## src/rtl/seg_scan_controller.sv

```systemverilog
// seg_scan_controller
//   Multiplexed seven-segment scan controller. It walks a one-hot active-low
//   anode strobe and a binary digit index across NUM_DIGITS digits. The scan
//   advances on the tick enable. Each digit slot is 2^BRIGHT_W ticks long,
//   and phase 0 of every slot is a forced blank. Brightness sets how many
//   phases of the slot are lit.
//
// Parameters
//   NUM_DIGITS    : digits scanned (2..16, any value in that range)
//   BRIGHT_W      : PWM resolution, slot length is 2^BRIGHT_W ticks
//   SKIP_DISABLED : 1 = scan skips digits whose digit_en bit is 0
//
// Ports
//   clk         in   system clock, rising edge
//   reset       in   asynchronous active-high reset
//   tick        in   scan advance enable
//   digit_en    in   per-digit enable (0 blanks the digit)
//   brightness  in   lit phases per slot (0 = dark)
//   anodes      out  active-low anode strobes, at most one low
//   select      out  index of the current digit for the segment mux
//   frame_start out  one-cycle pulse when the scan wraps
module seg_scan_controller #(
  parameter int NUM_DIGITS    = 8,
  parameter int BRIGHT_W      = 4,
  parameter bit SKIP_DISABLED = 1'b0
) (
  input  logic                          clk,
  input  logic                          reset,
  input  logic                          tick,
  input  logic [NUM_DIGITS-1:0]         digit_en,
  input  logic [BRIGHT_W-1:0]           brightness,
  output logic [NUM_DIGITS-1:0]         anodes,
  output logic [$clog2(NUM_DIGITS)-1:0] select,
  output logic                          frame_start
);

  localparam int SEL_W = $clog2(NUM_DIGITS);
  localparam logic [SEL_W-1:0]    SEL_LAST = SEL_W'(NUM_DIGITS - 1);
  localparam logic [BRIGHT_W-1:0] PH_LAST  = '1;

  logic [SEL_W-1:0]      sel;
  logic [BRIGHT_W-1:0]   phase;

  logic [SEL_W-1:0]      sel_p0;
  logic [BRIGHT_W-1:0]   phase_p0;
  logic [NUM_DIGITS-1:0] anodes_p0;
  logic                  frame_start_p0;
  logic                  adv_p0;

  // Modulo-N increment. Explicit wrap so indices above NUM_DIGITS-1 never
  // appear, even when NUM_DIGITS is not a power of two.
  function automatic logic [SEL_W-1:0] sel_inc(input logic [SEL_W-1:0] cur);
    return (cur == SEL_LAST) ? '0 : cur + 1'b1;
  endfunction

  // First enabled digit after cur, searched circularly with cur itself as
  // the last candidate. With no digit enabled it falls back to a plain step.
  function automatic logic [SEL_W-1:0] sel_skip(input logic [SEL_W-1:0]      cur,
                                                input logic [NUM_DIGITS-1:0] en);
    logic [SEL_W-1:0] cand;
    logic [SEL_W-1:0] pick;
    logic             found;
    cand  = cur;
    pick  = sel_inc(cur);
    found = 1'b0;
    for (int k = 0; k < NUM_DIGITS; k++) begin
      cand = sel_inc(cand);
      if (!found && en[cand]) begin
        pick  = cand;
        found = 1'b1;
      end
    end
    return pick;
  endfunction

  // Stage p0: next-state and output decode from the next state and the live inputs
  always_comb begin
    sel_p0   = sel;
    phase_p0 = phase;
    adv_p0   = 1'b0;
    if (tick) begin
      if (phase == PH_LAST) begin
        phase_p0 = '0;
        adv_p0   = 1'b1;
        sel_p0   = SKIP_DISABLED ? sel_skip(sel, digit_en) : sel_inc(sel);
      end else begin
        phase_p0 = phase + 1'b1;
      end
    end
    // A wrap shows up as the new index not being above the old one. This
    // also covers a lone enabled digit re-selecting itself in skip mode.
    frame_start_p0 = adv_p0 && (sel_p0 <= sel);
    for (int i = 0; i < NUM_DIGITS; i++) begin
      anodes_p0[i] = !((SEL_W'(i) == sel_p0) && digit_en[i] &&
                       (phase_p0 != '0) && (phase_p0 <= brightness));
    end
  end

  // Stage p1: state and registered outputs
  always_ff @(posedge clk or posedge reset) begin
    if (reset) begin
      sel         <= '0;
      phase       <= '0;
      anodes      <= '1;
      frame_start <= 1'b0;
    end else begin
      sel         <= sel_p0;
      phase       <= phase_p0;
      anodes      <= anodes_p0;
      frame_start <= frame_start_p0;
    end
  end

  assign select = sel;

endmodule

```

## config.mk

```make
export PLATFORM = sky130hd
export DESIGN_NAME = seg_scan_controller
export DESIGN_NICKNAME = d
export VERILOG_FILES = /design/src/rtl/seg_scan_controller.sv
export SDC_FILE = /design/constraint.sdc
export NUM_CORES = 1
export LEC_CHECK = 0
export BUFFER_PORTS_ARGS = -buffer_cell sky130_fd_sc_hd__buf_2
export CORE_UTILIZATION = 53
export CTS_BUF_LIST = sky130_fd_sc_hd__clkbuf_4 sky130_fd_sc_hd__clkbuf_8 sky130_fd_sc_hd__clkbuf_16
export CTS_CLUSTER_DIAMETER = 80
export DETAILED_ROUTE_END_ITERATION = 8
export PLACE_DENSITY = 0.94
export SLEW_MARGIN = 20
export SYNTH_ARGS = -nofsm -noshare
export SYNTH_HDL_FRONTEND = slang
export SYNTH_SLANG_ARGS = --single-unit
export TNS_END_PERCENT = 10
```

## constraint.sdc

```tcl
create_clock -name clk -period 3.33 [get_ports clk]
set_clock_uncertainty 0.15 [all_clocks]
set_input_delay 0.1665 -clock clk [delete_from_list [all_inputs] [get_ports clk]]
set_output_delay 0.1665 -clock clk [all_outputs]
set_load 0.005 [all_outputs]
```

---- Yosys cells after proc, flatten, opt, wreduce, memory -nomap -nowiden ----
Index checks and enable logic that the tools add are counted.
word-level totals
  register bits ........................... 16
  output and inout bits ................... 12
  input port bits ......................... 15
  logic and storage cells ................. 59
cells by class
  multiplexer cells ....................... 7
  equal/unequal tests ..................... 9
  $lt $le $gt $ge ......................... 2
  add/sub/neg operators ................... 2
  reduce and logical (&&, ||, !) cells .... 35
operators with widths
  operator               number
  $logic_and A1 B1 Y1    25
  $eq A3 B3 Y1 const A   4
  $mux W3                3
  $logic_not A1 Y1       8
  $mux W4                2
  $eq A2 B3 Y1 const A   2
  $add A4 B1 Y4 const B  1
  $eq A4 B4 Y1 const B   1
  $le A4 B4 Y1           1
  $reduce_bool A4 Y1     1
  $add A3 B1 Y3 const B  1
  $eq A1 B3 Y1 const A   1
  $eq A3 B3 Y1 const B   1
  $le A3 B3 Y1           1
  $logic_not A3 Y1       1
  $mux W1                2

---- Depth between registers and ports, before layout ----
Gate-level depths: netlist (run 1).
  depth in word-level cells ............... 9
  depth in mapped cells ................... 9
  gate-level depth less buffers ........... 9

---- Least setup slack after synthesis (run 1) ----
Ideal clock, no wire load.
  kind .................................... register to register
  start ................................... register phase[0]
  end ..................................... register anodes[0]
  slack ................................... 1.193 ns
  required time ........................... 3.079 ns
  data arrival time ....................... 1.885 ns
  period minus slack after synthesis ...... 2.137 ns
  cell stages (with the launch flop) ...... 10
  library setup time ...................... 0.101 ns
  path buffers ............................ 0
  cells stage by stage .................... dfrtp_1 ha_1 a21oi_1 nor2_1 nor2_1 ha_1 a21oi_1 nand3_1 a211oi_1 nand4_1
on the way
  elaborated cells between the ends (all ways) .. 13
  those cells by class .................... add/sub (1); order compare (1); eq/ne (1); mux (4); reduce/logical (6)
RTL lines
  element                                                               line    source
  start, declared                                                       42      logic [BRIGHT_W-1:0] phase;
  start signal, assigned                                                108     phase <= phase_p0;
  $add A4 B1 Y4 / $eq A4 B4 Y1 (equally long branches)                  87, 82
  $mux W4 (*)                                                           82      if (phase == PH_LAST) begin
  $mux W4 (*)                                                           81      if (tick) begin
  named net phase_p0[3]                                                 45      logic [BRIGHT_W-1:0] phase_p0;
  parallel branches: the longest is 2 deep, another holds $le A4 B4 Y1  n/a
  $logic_and A1 B1 Y1 (*)                                               95      (phase_p0 != '0) && (phase_p0 <= brightness));
  $logic_not A1 Y1 (*)                                                  94      anodes_p0[i] = !((SEL_W'(i) == sel_p0) && digit_en[i] &&
  named net anodes_p0[0]                                                46      logic [NUM_DIGITS-1:0] anodes_p0;
  end signal, assigned                                                  109     anodes <= anodes_p0;
  end, declared                                                         32      output logic [NUM_DIGITS-1:0] anodes,
Mark *: on every way through the listed nets, which the timed path passes.

---- Worst setup path after layout (run 1) ----
  start ................................... register phase[0]
  end ..................................... register anodes[7]
Same word-level chain as after synthesis.

==> results.ini, run 1 <==
[sta]
period_minus_slack_ns = 2.54
max_slew_margin_pct = 60.3
tightest_slew_ns = 0.595
grt_setup_unrepaired = no
drv_slew = 0
tns_ns = 0
setup_viol = 0
max_freq_ghz = 0.393
timing.final.crit_share_pct = 76.4
final.hold.worst_slack_ns = 0.152
finalHoldViolCount = 0

[critical_path]
cp.required_ns = 3.35
worst_r2r_path_depth = 9
worst_endpoint_data_arrival_time_ns = 2.57
setup.worst_path.start_class = flip-flop
endpoint_kind = flip-flop
r2r-start = phase[0]
path_max_fanout = 6
rr_endpoint = anodes[7]
regToRegSetupSlack_ns = 0.79
setup_cp_type = reg2reg

[synthesis]
synth_edf_count = 0
yosys_most_used_dff = sky130_fd_sc_hd__dfstp_2
synth-async-reset-ratio_pct = 100
synth_sequential_area_ratio_pct = 45.2
synth-adder-area-share_pct = 12.4
synth_top_family_by_area = simple AND/OR/NAND/NOR gates
yosys.cell_types.count = 30
synth.cell_area_um2 = 908
synth_nets = 108
syn_inst = 84
post_synth_xor_area_fraction_pct = 0.964
yosys_warns = 0
synth_seq_cells = 16
synth_mux_area_share_pct = 3.86
synth_compound_gate_area_share_pct = 11.6
synth_simple_gate_area_share_pct = 18.6
syn-mean-instance-area_um2 = 10.8

[floorplan]
fp.coreArea_mm2 = 0.00156
design.die.area_mm2 = 0.00188
fp.dieH_um = 43.4
floorplan.rows = 14
ioPinCount = 27
width_of_the_chip_um = 43.4
floorplan.initialDensity_pct = 58.3

[global_routing]
number_of_global_route_vias_before_repair = 793
grt_remaining_overflow = 0
wire_length_of_the_first_global_routing_pass_um = 3360
pin_count_of_the_biggest_net_entering_global_routing = 17
grtUsageTotal_pct = 24.5
grt_antenna_before_repair = 0

[power_and_ir_drop]
leakage_nw = 0.550
vdd_drop_max_uv = 434
p_per_area_mw_per_mm2 = 692

[placement]
place.port_buffers = 26
place_congestion = 0.893
hpwlAfterDp_um = 1320

[clock_tree]
clock_latency_ns = 0.28
post-cts-setup-buffer-count = 0
h-tree-depth = 1
cts_max_path_buffers = 2
tritoncts = done
cts-root-buf = sky130_fd_sc_hd__clkbuf_4
cts.reportedPaths.clkPinSlew_ns = 0.09
cts.repair.resized = 0
cts_num_sinks = 16
cts-buffers-inserted = 3

[routing]
via_count = 824
routed_wire_length_per_instance_um = 14.9
vias_per_cell = 6.01
drcViolationCount = 10
drt.antenna.violating_nets = 0
detail_route.wirelength_um = 2040
dr.first_iter.drc_count = 30
dr.pass1.iters = 7

[layout]
post_route_cells_drive_above_1_share_pct = 38.0
antenna_cells = 0
syn2layout_area_growth_pct = 27.7
fillCellCount = 104
final_nets = 146

[min_path]
holdPathEnd = frame_start
timing.hold.worst_path_depth = 3
min-delay-start = tick
worst_hold_check_path_type = in2reg

[outcome]
failed_checks = DRC
outcome = finished, violations left

[run]
drv.max_cap_violation_count = 0

[through the flow]
stage	cell area, um^2	worst slack [ns]	util (%)	power (mW)	instances
after floorplan	908	1.19	-	0.580	84
after global placement	1040	1.04	66.7	0.652	124
after detailed placement	1040	0.939	66.7	0.674	124
after CTS	1160	0.894	74.4	0.796	137
after global routing	1160	0.684	74.4	0.862	137
final	1160	0.785	74.4	0.802	137
[critical path, stage by stage (launching register included)]
cell	delay, ns
sky130_fd_sc_hd__dfrtp_1	0.44
sky130_fd_sc_hd__ha_1	0.32
sky130_fd_sc_hd__a21oi_1	0.07
sky130_fd_sc_hd__nor2_1	0.18
sky130_fd_sc_hd__nor2_1	0.09
sky130_fd_sc_hd__ha_1	0.33
sky130_fd_sc_hd__a21oi_1	0.17
sky130_fd_sc_hd__nand3_1	0.18
sky130_fd_sc_hd__a211oi_1	0.35
sky130_fd_sc_hd__nand4_1	0.17
[area by class of cell]
class	instances	area [um^2]	area share (%)
multi-input combinational	53	430	37.1
sequential	16	410	35.4
timing repair buffer	35	220	19.0
inverter	13	48.8	4.21
clock buffer	4	30.0	2.59
tap	16	20.0	1.73
[sequential cells by signal (all words and copies together) (netlist names)]
| register | flops |
|---|---|
| anodes | 8 |
| phase | 4 |
| select | 3 |
| frame_start | 1 |
[logic make-up (layout without fill, tap and decap cells)]
| group | Yosys count | after routing |
|---|---|---|
| adders and majority gates | 9 | 9 |
| AOI/OAI and AO/OA | 14 | 14 |
| and+or+nand+nor | 26 | 26 |
| buffers and inverters | 15 | 52 |
| muxes | 3 | 3 |
| DFF | 16 | 16 |
| xor gates and xnor gates | 1 | 1 |
[synth_stat cells, types with 2 or more instances]
library cell | number | area share [%]
sky130_fd_sc_hd__nor2_1 | 3 | 1.2
sky130_fd_sc_hd__dfstp_2 | 8 | 23
sky130_fd_sc_hd__dfrtp_1 | 8 | 22
sky130_fd_sc_hd__ha_1 | 9 | 12
sky130_fd_sc_hd__nand3_1 | 5 | 2.8
sky130_fd_sc_hd__a21oi_1 | 4 | 2.2
sky130_fd_sc_hd__nor3_1 | 2 | 1.1
sky130_fd_sc_hd__inv_1 | 12 | 5.0
sky130_fd_sc_hd__a211oi_1 | 4 | 3.3
sky130_fd_sc_hd__nand4_1 | 9 | 6.2
[per-layer routing]
layer | GRT usage (%) | wire, um | up-vias
li1 | - | - | 385
met1 | 29.1 | 800 | 384
met2 | 43.6 | 1050 | 47
met3 | 3.75 | 139 | 8
met4 | 11.3 | 57 | 0
met5 | 0 | 0 | -
[cell usage in the layout (no fill, tap or decap), types with 2 or more instances in the layout]
| cell type | count |
|---|---|
| sky130_fd_sc_hd__buf_2 | 26 |
| sky130_fd_sc_hd__inv_1 | 12 |
| sky130_fd_sc_hd__nand4_1 | 9 |
| sky130_fd_sc_hd__ha_1 | 9 |
| sky130_fd_sc_hd__dlygate4sd3_1 | 9 |
| sky130_fd_sc_hd__dfstp_2 | 8 |
| sky130_fd_sc_hd__dfrtp_1 | 8 |
| sky130_fd_sc_hd__nand3_1 | 5 |
| sky130_fd_sc_hd__a21oi_1 | 4 |
| sky130_fd_sc_hd__a211oi_1 | 4 |
| sky130_fd_sc_hd__clkbuf_4 | 4 |
| sky130_fd_sc_hd__nor2_1 | 3 |
| sky130_fd_sc_hd__nor3_1 | 2 |
[power breakdown]
group,internal [mW],switching (mW),leakage [nW],total (mW)
Combinational,0.162,0.213,0.346,0.375
Sequential,0.251,0.0650,0.185,0.316
Clock,0.0546,0.0564,0.0184,0.111
Total,0.468,0.334,0.550,0.802
[worst max-delay path by stage]
stage / start / to / slack (ns) / depth (start not counted)
floorplan: phase[0] / anodes[0] / 1.19 / 9
global placement: phase[0] / anodes[0] / 1.04 / 9
detailed placement: phase[0] / anodes[7] / 0.94 / 9
CTS: phase[0] / anodes[7] / 0.89 / 9
global route: phase[1] / anodes[7] / 0.68 / 9
finish: phase[0] / anodes[7] / 0.79 / 9
[repair_timing]
item                                   in CTS  in global routing
hold buffers                                9                  0
endpoints found under the hold margin      16                  0
setup endpoints to repair                   0                  0
Power figures use the tool's default switching activity.
==> run 2, diff against run 1 <==
- CORE_UTILIZATION: 53 -> 49
- PLACE_DENSITY: 0.94 -> 0.88
- clock period: 3.33 -> 2.65 ns (I/O delays scaled with it)
==> run 2 against run 1 <==
The run now ends clean. Setup slack worse by 0.61 ns. Global-route usage decreased by 1.8 points. Non-clock buffer count stayed put. Total power rose by 29%. Clock power increased by 47%. Critical path type unchanged. Critical endpoint is now anodes[6].
==> results.ini, run 2 (synthesis gave the netlist of run 1 again) <==
[outcome]
outcome = completed

[power_and_ir_drop]
leakage_nw = 0.552  ; +0.47%
report.power.total_mw = 1.03  ; +29%
vdd_drop_max_uv = 474  ; +9.3%
p_per_area_mw_per_mm2 = 879  ; +27%

[global_routing]
number_of_global_route_vias_before_repair = 761  ; -4.0%
wire_length_of_the_first_global_routing_pass_um = 3210  ; -4.5%
grtUsageTotal_pct = 22.8  ; -1.8 points
pin_count_of_the_biggest_net_entering_global_routing = 17  ; unchanged
grt_remaining_overflow = 0  ; unchanged
grt_antenna_before_repair = 0  ; unchanged

[sta]
period_minus_slack_ns = 2.47  ; -0.0729 ns
max_freq_ghz = 0.405  ; +2.9%
grt_setup_unrepaired = yes
setup_viol = 0  ; unchanged
drv_slew = 0  ; unchanged
smallest_setup_slack_after_layout_ns = 0.178  ; -0.607 ns
tightest_slew_ns = 0.559  ; -0.0352 ns
finalHoldViolCount = 0  ; unchanged
max_slew_margin_pct = 61.7  ; +1.4 points
tns_ns = 0  ; unchanged
timing.final.crit_share_pct = 93.3  ; +17 points
final.hold.worst_slack_ns = 0.100  ; -0.0513 ns

[layout]
post_route_cells_drive_above_1_share_pct = 38.0  ; unchanged
final_design_area_no_fill_mm2 = 0.00118  ; +1.5%
post-route-util_pct = 68.2  ; -6.2 points
mostFrequentLayoutCell = sky130_fd_sc_hd__buf_2
largest_reg_flops = 8  ; unchanged
syn2layout_area_growth_pct = 29.6
mostFrequentLayoutCells = sky130_fd_sc_hd__buf_2, sky130_fd_sc_hd__inv_1, sky130_fd_sc_hd__nand4_1, sky130_fd_sc_hd__ha_1, sky130_fd_sc_hd__dlygate4sd3_1
final_nets = 146  ; unchanged
biggest_register = anodes
post_layout_cell_count = 146  ; +6.6%
antenna_cells = 0  ; unchanged

[floorplan]
floorplan.rows = 15  ; +1
width_of_the_chip_um = 45.1  ; +3.8%
ioPinCount = 27  ; unchanged
floorplan.initialDensity_pct = 52.6  ; -5.7 points
fp.dieH_um = 45.1  ; +3.8%
design.die.area_mm2 = 0.00203  ; +7.8%
fp.coreArea_mm2 = 0.00173  ; +11%

[clock_tree]
cts.reportedPaths.clkPinSlew_ns = 0.10  ; about the same
cts-buffers-inserted = 3  ; unchanged
post-cts-setup-buffer-count = 0  ; unchanged
cts_num_sinks = 16  ; unchanged
cts_max_path_buffers = 2  ; unchanged
cts-root-buf = sky130_fd_sc_hd__clkbuf_4
cts.repair.resized = 0  ; unchanged
clock_latency_ns = 0.29  ; about the same
h-tree-depth = 1  ; unchanged
tritoncts = done

[routing]
via_count = 801  ; -2.8%
routed_wire_length_per_instance_um = 14.0  ; -6.3%
detail_route.wirelength_um = 2040  ; -0.15%
drt.antenna.violating_nets = 0  ; unchanged
vias_per_cell = 5.49  ; -8.8%
dr.first_iter.drc_count = 12  ; -60%
dr.pass1.iters = 4  ; -3
drcViolationCount = 0  ; -10

[critical_path]
endpoint_kind = flip-flop
setup.worst_path.start_class = flip-flop
worst_endpoint_data_arrival_time_ns = 2.51  ; -0.06 ns
cp.required_ns = 2.69  ; -0.66 ns
path_max_fanout = 6  ; unchanged
setup_cp_type = reg2reg

[placement]
place.port_buffers = 26  ; unchanged
place_worst_setup_slack_ns = 0.215  ; -0.724 ns
place_congestion = 0.840  ; -6.0%
postPlaceCellArea_mm2 = 0.00105  ; +1.1%
placed_cells_incl_taps = 133  ; +7.3%
hpwlAfterDp_um = 1480  ; +12%

[min_path]
worst_hold_check_path_type = in2reg

[run]
drv.max_cap_violation_count = 0  ; unchanged

-- run 2: worst paths after layout --
kind | from | end | slack (ns) | depth (start not counted)
worst max-delay path | phase[0] | anodes[6] | 0.18 | 9
worst min-delay path | tick | frame_start | 0.10 | 3
worst max register to register | phase[0] | anodes[6] | 0.18 | 9
worst min register to register | phase[1] | phase[1] | 0.49 | 1
max in group asynchronous | reset | anodes[0] | 1.69 | 3
min in group asynchronous | reset | frame_start | 0.29 | 3
-- run 2: routing by layer --
metal / share of wire (%) / vias to the layer above / routed length, um / global-route usage (%)
met1: 41 / 372 / 828 / 26.2
met5: 0 / - / 0 / 0
met2: 52 / 37 / 1060 / 41.4
met4: 2.0 / 0 / 40 / 9.70
met3: 5.2 / 5 / 107 / 3.60
li1: - / 387 / - / -
-- run 2: cell type report --
class / count / area [um^2]
fill: 144 / 549
inverter: 13 / 48.8
timing repair buffer: 35 / 220
clock buffer: 4 / 36.3
sequential: 16 / 410
multi-input combinational: 53 / 430
tap: 25 / 31.3
-- run 2: critical path: stages (launching register included) --
cell and delay [ns]:
sky130_fd_sc_hd__dfrtp_1 0.44, sky130_fd_sc_hd__ha_1 0.30, sky130_fd_sc_hd__a21oi_1 0.16, sky130_fd_sc_hd__nor2_1 0.09, sky130_fd_sc_hd__nor2_1 0.14, sky130_fd_sc_hd__ha_1 0.30
sky130_fd_sc_hd__a21oi_1 0.15, sky130_fd_sc_hd__nand3_1 0.16, sky130_fd_sc_hd__a211oi_1 0.33, sky130_fd_sc_hd__nand4_1 0.16
-- run 2: where the power goes --
group | internal (mW) | switching [mW]
Clock | 0.0837 | 0.0794
Sequential | 0.316 | 0.0813
Combinational | 0.206 | 0.267
-- run 2: timing repair --
item	4_1_cts	5_1_grt
hold buffers	9	0
hold endpoints to repair	16	0
endpoints found under the setup margin	0	7
==> run 3, diff against run 2 <==
--- a/config.mk
+++ b/config.mk
@@ -7,4 +7,5 @@
 export LEC_CHECK = 0
 export BUFFER_PORTS_ARGS = -buffer_cell sky130_fd_sc_hd__buf_2
+export CORE_MARGIN = 1.5
 export CORE_UTILIZATION = 49
 export CTS_BUF_LIST = sky130_fd_sc_hd__clkbuf_4 sky130_fd_sc_hd__clkbuf_8 sky130_fd_sc_hd__clkbuf_16
--- a/constraint.sdc
+++ b/constraint.sdc
@@ -3,3 +3,3 @@
 set_input_delay 0.1325 -clock clk [delete_from_list [all_inputs] [get_ports clk]]
 set_output_delay 0.1325 -clock clk [all_outputs]
-set_load 0.005 [all_outputs]
+set_load 0.02 [all_outputs]
==> run 3 against run 2 <==
Utilization is 0.14 points higher. Sequential share of layout area is 0.074 points lower. Combinational power is 7.4% higher. Sequential cell count stayed put. Via count is 2.4% lower. Die area is 4.5% higher. Wire length is 4.2% lower. First-iteration DRC count is 25% lower. Final area is 0.21% higher. Global-route usage is 2.1 points lower. Critical path depth stayed put. Fmax is 1.7% higher. Largest cell class unchanged.
==> results.ini, run 3 (synthesis gave the netlist of run 1 again) <==
[sta]
period_minus_slack_ns = 2.43  ; -0.0403 ns
timing.final.crit_share_pct = 91.8  ; -1.5 points
max_freq_ghz = 0.411  ; +1.7%
finalHoldViolCount = 0  ; unchanged
setup_viol = 0  ; unchanged
tightest_slew_ns = 0.538  ; -0.0218 ns
tns_ns = 0  ; unchanged
grt_setup_unrepaired = no
final.hold.worst_slack_ns = 0.0905  ; -0.00985 ns
drv_slew = 0  ; unchanged
max_slew_margin_pct = 63.2  ; +1.5 points

[critical_path]
cp.required_ns = 2.67  ; -0.02 ns
max_stage_delay_ns = 0.46  ; +0.02 ns
worst_r2r_path_depth = 9  ; unchanged
timing.critical_path.buf_inv = 1  ; +1
setup_cp_type = reg2reg
cpLargestDelayFamily = adder cells
regToRegSetupSlack_ns = 0.22  ; +0.04 ns
r2r-start = phase[0]
path_max_fanout = 6  ; unchanged
critical_path.cell_chain = ha_2, nand4_4, mux2i_1, inv_1, ha_1, nor2b_1, o21ai_0, a32oi_1, nor2_1
rr_endpoint = frame_start
worst_path_max_delay_cell = sky130_fd_sc_hd__dfrtp_1
worst_endpoint_data_arrival_time_ns = 2.46  ; -0.05 ns
endpoint_kind = flip-flop
setup.worst_path.start_class = flip-flop

[layout]
largest_reg_flops = 8  ; unchanged
combined_area_of_the_multi_input_logic_cells_um2 = 433  ; +0.58%
regArea_um2 = 410  ; unchanged
final_nets = 146  ; unchanged
fillCellCount = 137  ; -4.9%
post_route_cells_drive_above_1_share_pct = 38.8  ; +0.83 points
syn2layout_area_growth_pct = 29.9
mostFrequentLayoutCell = sky130_fd_sc_hd__buf_2
post_layout_cell_count = 146  ; unchanged
biggest_register = anodes
antenna_cells = 0  ; unchanged
mostFrequentLayoutCells = sky130_fd_sc_hd__buf_2, sky130_fd_sc_hd__inv_1, sky130_fd_sc_hd__nand4_1, sky130_fd_sc_hd__dlygate4sd3_1

[global_routing]
pin_count_of_the_biggest_net_entering_global_routing = 17  ; unchanged
grt_antenna_before_repair = 0  ; unchanged
number_of_global_route_vias_before_repair = 749  ; -1.6%
grtUsageTotal_pct = 20.6  ; -2.1 points
wire_length_of_the_first_global_routing_pass_um = 3050  ; -5.0%
grt_remaining_overflow = 0  ; unchanged

[clock_tree]
clock_latency_ns = 0.28  ; about the same
cts.reportedPaths.clkPinSlew_ns = 0.10  ; about the same
post-cts-setup-buffer-count = 0  ; unchanged
cts_max_path_buffers = 2  ; unchanged
h-tree-depth = 1  ; unchanged
cts_num_sinks = 16  ; unchanged
cts-root-buf = sky130_fd_sc_hd__clkbuf_4
tritoncts = done
cts-buffers-inserted = 3  ; unchanged

[outcome]
outcome = completed

[floorplan]
ioPinCount = 27  ; unchanged
floorplan.rows = 15  ; unchanged
width_of_the_chip_um = 46.1  ; +2.2%
design.die.area_mm2 = 0.00212  ; +4.5%
fp.dieH_um = 46.1  ; +2.2%
floorplan.initialDensity_pct = 52.6  ; unchanged
fp.coreArea_mm2 = 0.00173  ; unchanged

[routing]
vias_per_cell = 5.36  ; -2.4%
routed_wire_length_per_instance_um = 13.4  ; -4.2%
drt.antenna.violating_nets = 0  ; unchanged
detail_route.wirelength_um = 1960  ; -4.2%
drcViolationCount = 0  ; unchanged
via_count = 782  ; -2.4%
dr.pass1.iters = 4  ; unchanged
dr.first_iter.drc_count = 9  ; -3

[power_and_ir_drop]
leakage_nw = 0.550  ; -0.31%
p_per_area_mw_per_mm2 = 906  ; +3.1%
vdd_drop_max_uv = 550  ; +16%

[min_path]
worst_hold_check_path_type = in2reg
min-delay-start = tick
timing.hold.worst_path_depth = 3  ; unchanged
holdPathEnd = phase[2]

[run]
drv.max_cap_violation_count = 0  ; unchanged

[placement]
hpwlAfterDp_um = 1400  ; -5.6%
place_congestion = 0.836  ; -0.38%
place.port_buffers = 26  ; unchanged
placed_cells_incl_taps = 133  ; unchanged

==> run 3: changes by cell type in the layout (fill, tap and decap cells not counted) <==
cell and change:
sky130_fd_sc_hd__ha_1 -1, sky130_fd_sc_hd__ha_2 +1
==> run 3: power breakdown <==
group / internal (mW) / total (mW) / switching [mW]
Sequential: 0.316 / 0.399 / 0.0833
Clock: 0.0836 / 0.160 / 0.0767
Combinational: 0.209 / 0.509 / 0.300
Total: 0.608 / 1.07 / 0.460
==> run 3: area by class of cell <==
type                       count  share of cell area (%)
tap                           25                    2.65
inverter                      13                    4.14
timing repair buffer          35                    18.7
sequential                    16                    34.8
clock buffer                   4                    3.08
multi-input combinational     53                    36.7
==> run 3: per-layer routing <==
metal	global-route usage [%]	share of wire, %
met5	0	0
met4	14.9	3.8
met3	4.31	4.8
met2	33.1	49
met1	24.1	43
==> run 3: worst register-to-register path: stages, from the launching register on <==
cell                      delay, ns
sky130_fd_sc_hd__dfrtp_1       0.46
sky130_fd_sc_hd__ha_2          0.29
sky130_fd_sc_hd__nand4_4       0.17
sky130_fd_sc_hd__mux2i_1       0.30
sky130_fd_sc_hd__inv_1         0.15
sky130_fd_sc_hd__ha_1          0.29
sky130_fd_sc_hd__nor2b_1       0.17
sky130_fd_sc_hd__o21ai_0       0.10
sky130_fd_sc_hd__a32oi_1       0.17
sky130_fd_sc_hd__nor2_1        0.07
==> run 3: worst max-delay path by stage <==
stage | start | endpoint | slack (ns) | cells past startpoint
after floorplan | phase[0] | anodes[2] | 0.51 | 9
after global placement | phase[0] | anodes[4] | 0.32 | 9
after detailed placement | phase[0] | anodes[6] | 0.23 | 9
after CTS | phase[0] | anodes[6] | 0.17 | 9
after global routing | phase[0] | anodes[0] | 0.04 | 9
final | phase[0] | frame_start | 0.22 | 9
==> run 3: timing repair <==
| item | CTS | global route |
|---|---|---|
| endpoints found under the hold margin | 16 | 0 |
| hold buffers | 9 | 0 |
| setup endpoints to repair | 0 | 3 |
| resized for setup | 0 | 1 |
==> run 3: through the flow <==
step	area, um^2	util (%)	setup slack (ns)	total power [mW]
final	1180	68.3	0.219	1.07
after floorplan	908	-	0.513	0.768
after CTS	1180	68.2	0.169	1.06
after global routing	1180	68.3	0.0428	1.15
after detailed placement	1050	60.9	0.229	0.885
after global placement	1050	60.9	0.321	0.857
